[src/rtl/hazard_tracking_pipe_pkg.sv]
// Shared widths and Tnew/Tuse constants for the hazard tracking pipe.
// Imported by the hazard pipe and its testbench.
package hazard_tracking_pipe_pkg;

   localparam int REG_W = 5;
   localparam int T_W   = 2;

   localparam logic [T_W-1:0] TNEW_ALU  = 2'd1;
   localparam logic [T_W-1:0] TNEW_LOAD = 2'd2;
   localparam logic [T_W-1:0] TNEW_JAL  = 2'd0;

   localparam logic [T_W-1:0] TUSE_BRANCH   = 2'd0;
   localparam logic [T_W-1:0] TUSE_ALU      = 2'd1;
   localparam logic [T_W-1:0] TUSE_STORE_RT = 2'd2;

   // Decrement that clamps at zero instead of wrapping.
   function automatic logic [T_W-1:0] tnew_dec(input logic [T_W-1:0] t);
      tnew_dec = (t == '0) ? '0 : t - 1'b1;
   endfunction

endpackage

[src/rtl/hazard_stage_reg.sv]
// One pipeline register holding a hazard bundle (rs, rt, dest, Tnew, jal).
// Ports: clk/reset, bubble (load zeros), dec_en (store Tnew-1 clamped), *_d in, *_q out.
module hazard_stage_reg #(
   parameter int REG_W = 5,
   parameter int T_W   = 2
) (
   input  logic             clk,
   input  logic             reset,
   input  logic             bubble,
   input  logic             dec_en,
   input  logic [REG_W-1:0] ra1_d,
   input  logic [REG_W-1:0] ra2_d,
   input  logic [REG_W-1:0] wa_d,
   input  logic [T_W-1:0]   tnew_d,
   input  logic             jal_d,
   output logic [REG_W-1:0] ra1_q,
   output logic [REG_W-1:0] ra2_q,
   output logic [REG_W-1:0] wa_q,
   output logic [T_W-1:0]   tnew_q,
   output logic             jal_q
);

   logic [T_W-1:0] tnew_nx;

   // Saturating decrement: Tnew never wraps below zero.
   assign tnew_nx = !dec_en ? tnew_d
                  : (tnew_d == '0) ? '0
                  : tnew_d - 1'b1;

   always_ff @(posedge clk or posedge reset) begin
      if (reset) begin
         ra1_q  <= '0;
         ra2_q  <= '0;
         wa_q   <= '0;
         tnew_q <= '0;
         jal_q  <= 1'b0;
      end else if (bubble) begin
         ra1_q  <= '0;
         ra2_q  <= '0;
         wa_q   <= '0;
         tnew_q <= '0;
         jal_q  <= 1'b0;
      end else begin
         ra1_q  <= ra1_d;
         ra2_q  <= ra2_d;
         wa_q   <= wa_d;
         tnew_q <= tnew_nx;
         jal_q  <= jal_d;
      end
   end

endmodule

[src/rtl/hazard_tracking_pipe.sv]
// Tracks per-instruction hazard info from ID through EX/MEM/WB and raises stall.
// Ports: clk, reset, ID hazard fields in; per-stage regs and combinational stall out.
module hazard_tracking_pipe #(
   parameter int REG_W = hazard_tracking_pipe_pkg::REG_W,
   parameter int T_W   = hazard_tracking_pipe_pkg::T_W
) (
   input  logic             clk,
   input  logic             reset,
   input  logic [REG_W-1:0] RA1_ID,
   input  logic [REG_W-1:0] RA2_ID,
   input  logic [REG_W-1:0] WA_ID,
   input  logic [T_W-1:0]   Tnew_ID,
   input  logic [T_W-1:0]   Tuse_rs_ID,
   input  logic [T_W-1:0]   Tuse_rt_ID,
   input  logic             use_rs_ID,
   input  logic             use_rt_ID,
   input  logic             jal_ID,
   output logic [REG_W-1:0] RA1_EX,
   output logic [REG_W-1:0] RA2_EX,
   output logic [REG_W-1:0] RA2_MEM,
   output logic [REG_W-1:0] WA_EX,
   output logic [REG_W-1:0] WA_MEM,
   output logic [REG_W-1:0] WA_WB,
   output logic [T_W-1:0]   Tnew_EX,
   output logic [T_W-1:0]   Tnew_MEM,
   output logic [T_W-1:0]   Tnew_WB,
   output logic             jal_EX,
   output logic             jal_MEM,
   output logic             stall
);

   logic rs_hit;
   logic rt_hit;

   logic [REG_W-1:0] ra1_mem;
   logic [REG_W-1:0] ra1_wb;
   logic [REG_W-1:0] ra2_wb;
   logic             jal_wb;
   logic             unused_ok;

   // EX holds the newer producer: if it matches, it alone decides,
   // because forwarding will take the EX value over MEM.
   always_comb begin
      rs_hit = 1'b0;
      rt_hit = 1'b0;
      if (use_rs_ID && RA1_ID != '0) begin
         if (RA1_ID == WA_EX)
            rs_hit = Tnew_EX > Tuse_rs_ID;
         else if (RA1_ID == WA_MEM)
            rs_hit = Tnew_MEM > Tuse_rs_ID;
      end
      if (use_rt_ID && RA2_ID != '0) begin
         if (RA2_ID == WA_EX)
            rt_hit = Tnew_EX > Tuse_rt_ID;
         else if (RA2_ID == WA_MEM)
            rt_hit = Tnew_MEM > Tuse_rt_ID;
      end
   end

   assign stall = rs_hit | rt_hit;

   hazard_stage_reg #(.REG_W(REG_W), .T_W(T_W)) u_ex (
      .clk    (clk),
      .reset  (reset),
      .bubble (stall),
      .dec_en (1'b0),
      .ra1_d  (RA1_ID),
      .ra2_d  (RA2_ID),
      .wa_d   (WA_ID),
      .tnew_d (Tnew_ID),
      .jal_d  (jal_ID),
      .ra1_q  (RA1_EX),
      .ra2_q  (RA2_EX),
      .wa_q   (WA_EX),
      .tnew_q (Tnew_EX),
      .jal_q  (jal_EX)
   );

   hazard_stage_reg #(.REG_W(REG_W), .T_W(T_W)) u_mem (
      .clk    (clk),
      .reset  (reset),
      .bubble (1'b0),
      .dec_en (1'b1),
      .ra1_d  ('0),
      .ra2_d  (RA2_EX),
      .wa_d   (WA_EX),
      .tnew_d (Tnew_EX),
      .jal_d  (jal_EX),
      .ra1_q  (ra1_mem),
      .ra2_q  (RA2_MEM),
      .wa_q   (WA_MEM),
      .tnew_q (Tnew_MEM),
      .jal_q  (jal_MEM)
   );

   hazard_stage_reg #(.REG_W(REG_W), .T_W(T_W)) u_wb (
      .clk    (clk),
      .reset  (reset),
      .bubble (1'b0),
      .dec_en (1'b1),
      .ra1_d  ('0),
      .ra2_d  ('0),
      .wa_d   (WA_MEM),
      .tnew_d (Tnew_MEM),
      .jal_d  (1'b0),
      .ra1_q  (ra1_wb),
      .ra2_q  (ra2_wb),
      .wa_q   (WA_WB),
      .tnew_q (Tnew_WB),
      .jal_q  (jal_wb)
   );

   // Later stages do not carry source indices or the jal flag.
   assign unused_ok = ^{ra1_mem, ra1_wb, ra2_wb, jal_wb};

endmodule

[config.mk]
export PLATFORM = sky130hd
export DESIGN_NAME = hazard_tracking_pipe
export DESIGN_NICKNAME = d
export VERILOG_FILES = /design/src/rtl/hazard_tracking_pipe_pkg.sv /design/src/rtl/hazard_stage_reg.sv /design/src/rtl/hazard_tracking_pipe.sv
export SDC_FILE = /design/constraint.sdc
export NUM_CORES = 1
export LEC_CHECK = 0
export CAP_MARGIN = 20
export CORE_ASPECT_RATIO = 0.5
export CORE_UTILIZATION = 41
export CTS_BUF_LIST = sky130_fd_sc_hd__clkbuf_4
export DETAILED_ROUTE_END_ITERATION = 8
export PLACE_DENSITY = 0.73
export SETUP_SLACK_MARGIN = 0.4
export SLEW_MARGIN = 20
export SYNTH_ARGS = -nofsm -noshare
export SYNTH_HDL_FRONTEND = slang
export SYNTH_HIERARCHICAL = 1
export SYNTH_SLANG_ARGS = --single-unit
[constraint.sdc]
create_clock -name clk -period 3.48 [get_ports clk]
set_input_delay 0.522 -clock clk [delete_from_list [all_inputs] [get_ports clk]]
set_output_delay 0.522 -clock clk [all_outputs]
set_load 0.03 [all_outputs]
==> qor.csv, run 1 <==
metric,value,unit
status,finished clean,
fmax,0.351,GHz
number of remaining DRC errors,0,
initial DRC count,64,
Max Slew Vio Count,0,
crit path kind,input pin to output port,
Clock Latency Late Sink,350,ps
"antenna viol nets, final",0,
kind of end point of the critical path,output port,
setup_tns,0,ps
ratio of cells with drive above 1 in the final layout,5.81,%
Synth warnings,6,
CP max stage cell,clkdlybuf4s50_1,
minimum clock period,2850,ps
Fin Hold WS,472,ps
routing usage on met3,6.60,%
RSZ-0062 raised after global routing,false,
Mapped Avg Cell Area,11.7,um^2
synthesized area,1780,um^2
met1 usage,27.4,%
Lkg Pwr,1.17,nW
Tightest Hold Check Type,input pin to async pin,
setup ws final,634,ps
Ports,65,
total iterations of the first detailed-routing run,4,
fillers,352,
Initial Utilization,44.2,%
die footprint,4620,um^2
height of the chip,48.6,um
first-pass GRT wire length,6.54,mm
crit path DAT,2320,ps
total track usage,19.8,%
final hold vios,0,
initial antenna violation count,0,
clock transition at the registers of the reported paths,110,ps
actual slew at the worst max-slew pin,714,ps
cts hold-fix bufs,0,
CTS tree,yes,
clock sink total,38,
reg2reg start,u_mem/tnew_q[0]$_DFF_PP0_,
CTS root buf,clkbuf_4,
nets,274,
busiest grt layer,met2,
total wire length,3.99,mm
Critical Path RT,2960,ps
M2 GR Usage,28.8,%
ANT cells,0,
largest net degree at the start of global routing,19,
Tot Pwr,0.951,mW
MaxCap Viol Count,0,
core area,4020,um^2
PortBufs,64,
Final setup viols,0,
Max IR drop VDD,223,uV
Place WS,565,ps
Overflow after GRT,0,
Slew HR,52.3,%
routability cong.,0.770,
crit start category,input pin,
vias per cell,4.41,
worst setup path startpoint,Tuse_rs_ID[1],
post-CTS setup buffer count,0,
Die Wd,95.2,um
CTS Buffer Depth,2,
Num CTS Buffers,5,
vias in the first global route,1318,
"slowest stage delay, CP",460,ps
cells after synthesis,152,
PD cells,367,nW/um^2
Std-Cell Rows,16,
routed len/inst,13.5,um
top fanout value on the critical path,2,
worst clock skew,10.1,ps
Vias,1300,
Post-DP HPWL,3.09,mm
area delta synth->final,45.6,%
Max H-tree Level,2,
final worst-path cycle share,81.8,%
post-cts resize count,0,
"critical path, cell by cell",clkdlybuf4s50_1 -> inv_1 -> ha_1 -> nand2_1 -> nand4_1 -> nor4_1 -> mux2i_1 -> o22ai_2 -> buf_4,
[critical path, delay by kind of cell]
family | cells | cell delay, ps
muxes | 1 | 140
AOI/OAI and AO/OA | 1 | 230
buffers and inverters | 3 | 710
adders and majority gates | 1 | 300
and+or+nand+nor | 3 | 430
[per-stage QoR]
stage | util, % | cell area (um^2) | cells
global placement | 62.9 | 2530 | 287
CTS | 64.2 | 2580 | 295
detailed placement | 62.9 | 2530 | 287
global route | 64.4 | 2590 | 295
finish | 64.4 | 2590 | 295
floorplan | - | 1850 | 171
[metal layers]
layer / share of wire, % / vias up
met5: 0 / -
met4: 1.4 / 0
met3: 7.6 / 4
met2: 44 / 44
met1: 47 / 606
li1: - / 646
[registers in the layout (all words and copies together), names as in the netlist, 5 cells and up]
| name | flops |
|---|---|
| u_ex/ra2_q | 5 |
| u_mem/wa_q | 5 |
| u_mem/ra2_q | 5 |
| u_ex/ra1_q | 5 |
| u_ex/wa_q | 5 |
| u_wb/wa_q | 5 |
[layout make-up]
class                   count  area, um^2  area share [%]
repair buffers             65         646            24.9
inverters                  11        41.3            1.59
multi-input cells         119         831            32.1
well taps                  54        67.6            2.61
clock buffers               6        45.0            1.74
clock inverters             2        8.76           0.338
flip-flops and latches     38         951            36.7
[path summary, 6_finish.rpt]
check,end,cells after the start,slack [ps]
worst max-delay path,stall,9,630
worst min-delay path,u_wb/wa_q[2]$_DFF_PP0_,2,470
worst max register to register,u_ex/ra2_q[4]$_DFF_PP0_,9,1360
worst min register to register,u_mem/ra2_q[3]$_DFF_PP0_,1,500
max in group asynchronous,u_ex/ra2_q[4]$_DFF_PP0_,2,2360
min in group clk,u_mem/ra2_q[3]$_DFF_PP0_,1,500
[cells in the final DEF, fill, tap and decap left out, drive strengths merged]
cell and instances:
nand3 2, xnor2 12, clkdlybuf4s50 63, nand3b 3
o21ai 2, conb 21, clkinv 2, buf 2
nand4 2, o22ai 1, clkbuf 6, nor4 2
a21oi 9, nand2b 3, dfrtp 38, ha 8
nor3 2, or4 2, inv 11, nand2 2
nor2b 20, nor3b 3, and2b 15, xor2 8
mux2i 2
[where the power goes]
| part | internal, mW | leakage [nW] | switching [mW] |
|---|---|---|---|
| registers | 0.467 | 0.476 | 0.0209 |
| logic | 0.111 | 0.664 | 0.121 |
| clock network | 0.0838 | 0.0331 | 0.148 |
| total | 0.661 | 1.17 | 0.290 |
Power figures use the tool's default switching activity.
==> run 2: changes to the inputs <==
- clock period: 3.48 -> 2.9 ns (I/O delays scaled with it)
==> run 2 against run 1 <==
  * First-iteration DRC count fell by 45%
  * Sequential power grew 20%
  * Critical endpoint unchanged
  * Register-to-register slack worse by 530 ps
==> qor.csv, run 2 (synthesized netlist as in run 1, its figures left out) <==
metric,value,unit
status,finished clean,
RSZ-0062 raised after global routing,true,
vias in the first global route,1397,
die footprint,4620,um^2
"slowest stage delay, CP",480,ps
Overflow after GRT,0,
P_int,0.790,mW
Top delay family on crit path,flip-flops,
actual slew at the worst max-slew pin,723,ps
kind of end point of the critical path,output port,
clock transition at the registers of the reported paths,120,ps
core area,4020,um^2
ratio of cells with drive above 1 in the final layout,11.4,%
Tightest Hold Check Type,input pin to async pin,
CTS root buf,clkbuf_4,
R2R depth,8,
CP max stage cell,dfrtp_2,
crit path kind,flop to output port,
clock group share of total power,23.4,%
area delta synth->final,52.1,%
sequential power share,51.2,%
final worst-path cycle share,84.0,%
number of remaining DRC errors,0,
Sequential cell area,952,um^2
crit path DAT,2000,ps
"commonest non-fill, non-tap cells in the layout","clkdlybuf4s50_1, dfrtp_1, conb_1",
top fanout value on the critical path,4,
fmax,0.411,GHz
setup_tns,0,ps
routability cong.,0.828,
reg2reg start,u_mem/tnew_q[1]$_DFF_PP0_,
total wire length,4.06,mm
minimum clock period,2430,ps
Switching Power,0.355,mW
PortBufs,64,
Clock Latency Late Sink,340,ps
Num CTS Buffers,5,
total track usage,19.7,%
Max H-tree Level,2,
Std-Cell Rows,16,
Max IR drop VDD,193,uV
Slew HR,51.7,%
"antenna viol nets, final",0,
Ports,65,
crit start category,flop,
cts hold-fix bufs,0,
r2r setup slk,830,ps
Buf/Inv on CP,1,
worst setup path startpoint,u_mem/tnew_q[1]$_DFF_PP0_,
"most common cell after layout, fill and taps aside",clkdlybuf4s50_1,
Post-DP HPWL,3.12,mm
initial antenna violation count,0,
r2r endpoint,u_ex/wa_q[4]$_DFF_PP0_,
total iterations of the first detailed-routing run,4,
CTS tree,yes,
Vias,1323,
end of the critical path,stall,
initial DRC count,35,
Logic pwr share,25.5,%
vias per cell,4.41,
largest net degree at the start of global routing,19,
Fin Hold WS,370,ps
first-pass GRT wire length,6.80,mm
clock sink total,38,
Initial Utilization,44.2,%
critical path depth,7,
Final setup viols,0,
height of the chip,48.6,um
ANT cells,0,
worst clock skew,3.99,ps
routed len/inst,13.5,um
Sw Share,31.0,%
"critical path, cell by cell",ha_4 -> nand2_2 -> nand4_1 -> nor4_2 -> mux2i_1 -> o22ai_2 -> buf_6,
Critical Path RT,2470,ps
fillers,326,
MaxCap Viol Count,0,
Die Wd,95.2,um
CTS Buffer Depth,2,
Max Slew Vio Count,0,
Lkg Pwr,1.29,nW
PD cells,423,nW/um^2
area of the multi-input gates,882,um^2
final hold vios,0,
nets,279,
run 2: cell types whose count changed in the layout (fill, tap and decap cells not counted), sizes merged:
| cell | delta |
|---|---|
| buf | +5 |
| clkdlybuf4s50 | -12 |
| clkbuf | -1 |
| clkinvlp | +1 |
| dlygate4sd2 | +2 |
| dlymetal6s2s | +10 |
run 2: per-stage QoR:
step                utilization (%)  setup WS (ps)  power, mW  cells  cell area [um^2]
global route                   67.3            355       1.21    300              2710
floorplan                         -            548      0.748    171              1860
global placement               63.2            229      0.870    288              2540
CTS                            65.0            417       1.15    296              2620
detailed placement             63.2            244      0.876    288              2540
finish                         67.3            465       1.14    300              2710
run 2: layout make-up:
cell class                      count  area share (%)
Timing Repair Buffer               70            26.2
Sequential cell                    38            35.2
Tap cell                           54            2.50
Multi-Input combinational cell    119            32.6
Clock buffer                        5            1.39
Clock inverter                      3           0.601
Inverter                           11            1.53
run 2: worst min-delay path by stage:
stage | depth (start not counted) | slack [ps] | end | startpoint
6_report | 2 | 370 | u_wb/wa_q[4]$_DFF_PP0_ | reset
5_1_grt | 2 | 420 | u_wb/wa_q[0]$_DFF_PP0_ | reset
4_1_cts | 2 | 380 | u_wb/tnew_q[1]$_DFF_PP0_ | reset
3_5_place_dp | 1 | 470 | u_mem/jal_q$_DFF_PP0_ | u_ex/jal_q$_DFF_PP0_
3_3_place_gp | 1 | 460 | u_mem/ra2_q[4]$_DFF_PP0_ | u_ex/ra2_q[4]$_DFF_PP0_
2_1_floorplan | 1 | 240 | u_wb/tnew_q[0]$_DFF_PP0_ | reset
run 2: power by group through the flow:
stage | sequential, mW | clock, mW | combinational (mW)
finish | 0.586 | 0.267 | 0.292
global route | 0.589 | 0.304 | 0.318
CTS | 0.587 | 0.277 | 0.282
detailed placement | 0.596 | 0 | 0.280
global placement | 0.596 | 0 | 0.275
floorplan | 0.653 | 0 | 0.0952
run 2: repair_timing:
action | in CTS | in global routing
pin swaps | 7 | 5
cloned | 0 | 0
resized for setup | 5 | 18
buffers inserted | 0 | 4
endpoints found under the setup margin | 1 | 1
run 2: per-layer routing:
| layer | up-vias | share of wire (%) | routed length (um) | GRT usage [%] |
|---|---|---|---|---|
| met5 | - | 0 | 0 | 0 |
| met4 | 0 | 0.42 | 17 | 3.79 |
| met3 | 2 | 4.5 | 182 | 5.19 |
| met2 | 32 | 50 | 2010 | 32.0 |
| met1 | 629 | 46 | 1850 | 26.6 |
| li1 | 660 | - | - | - |
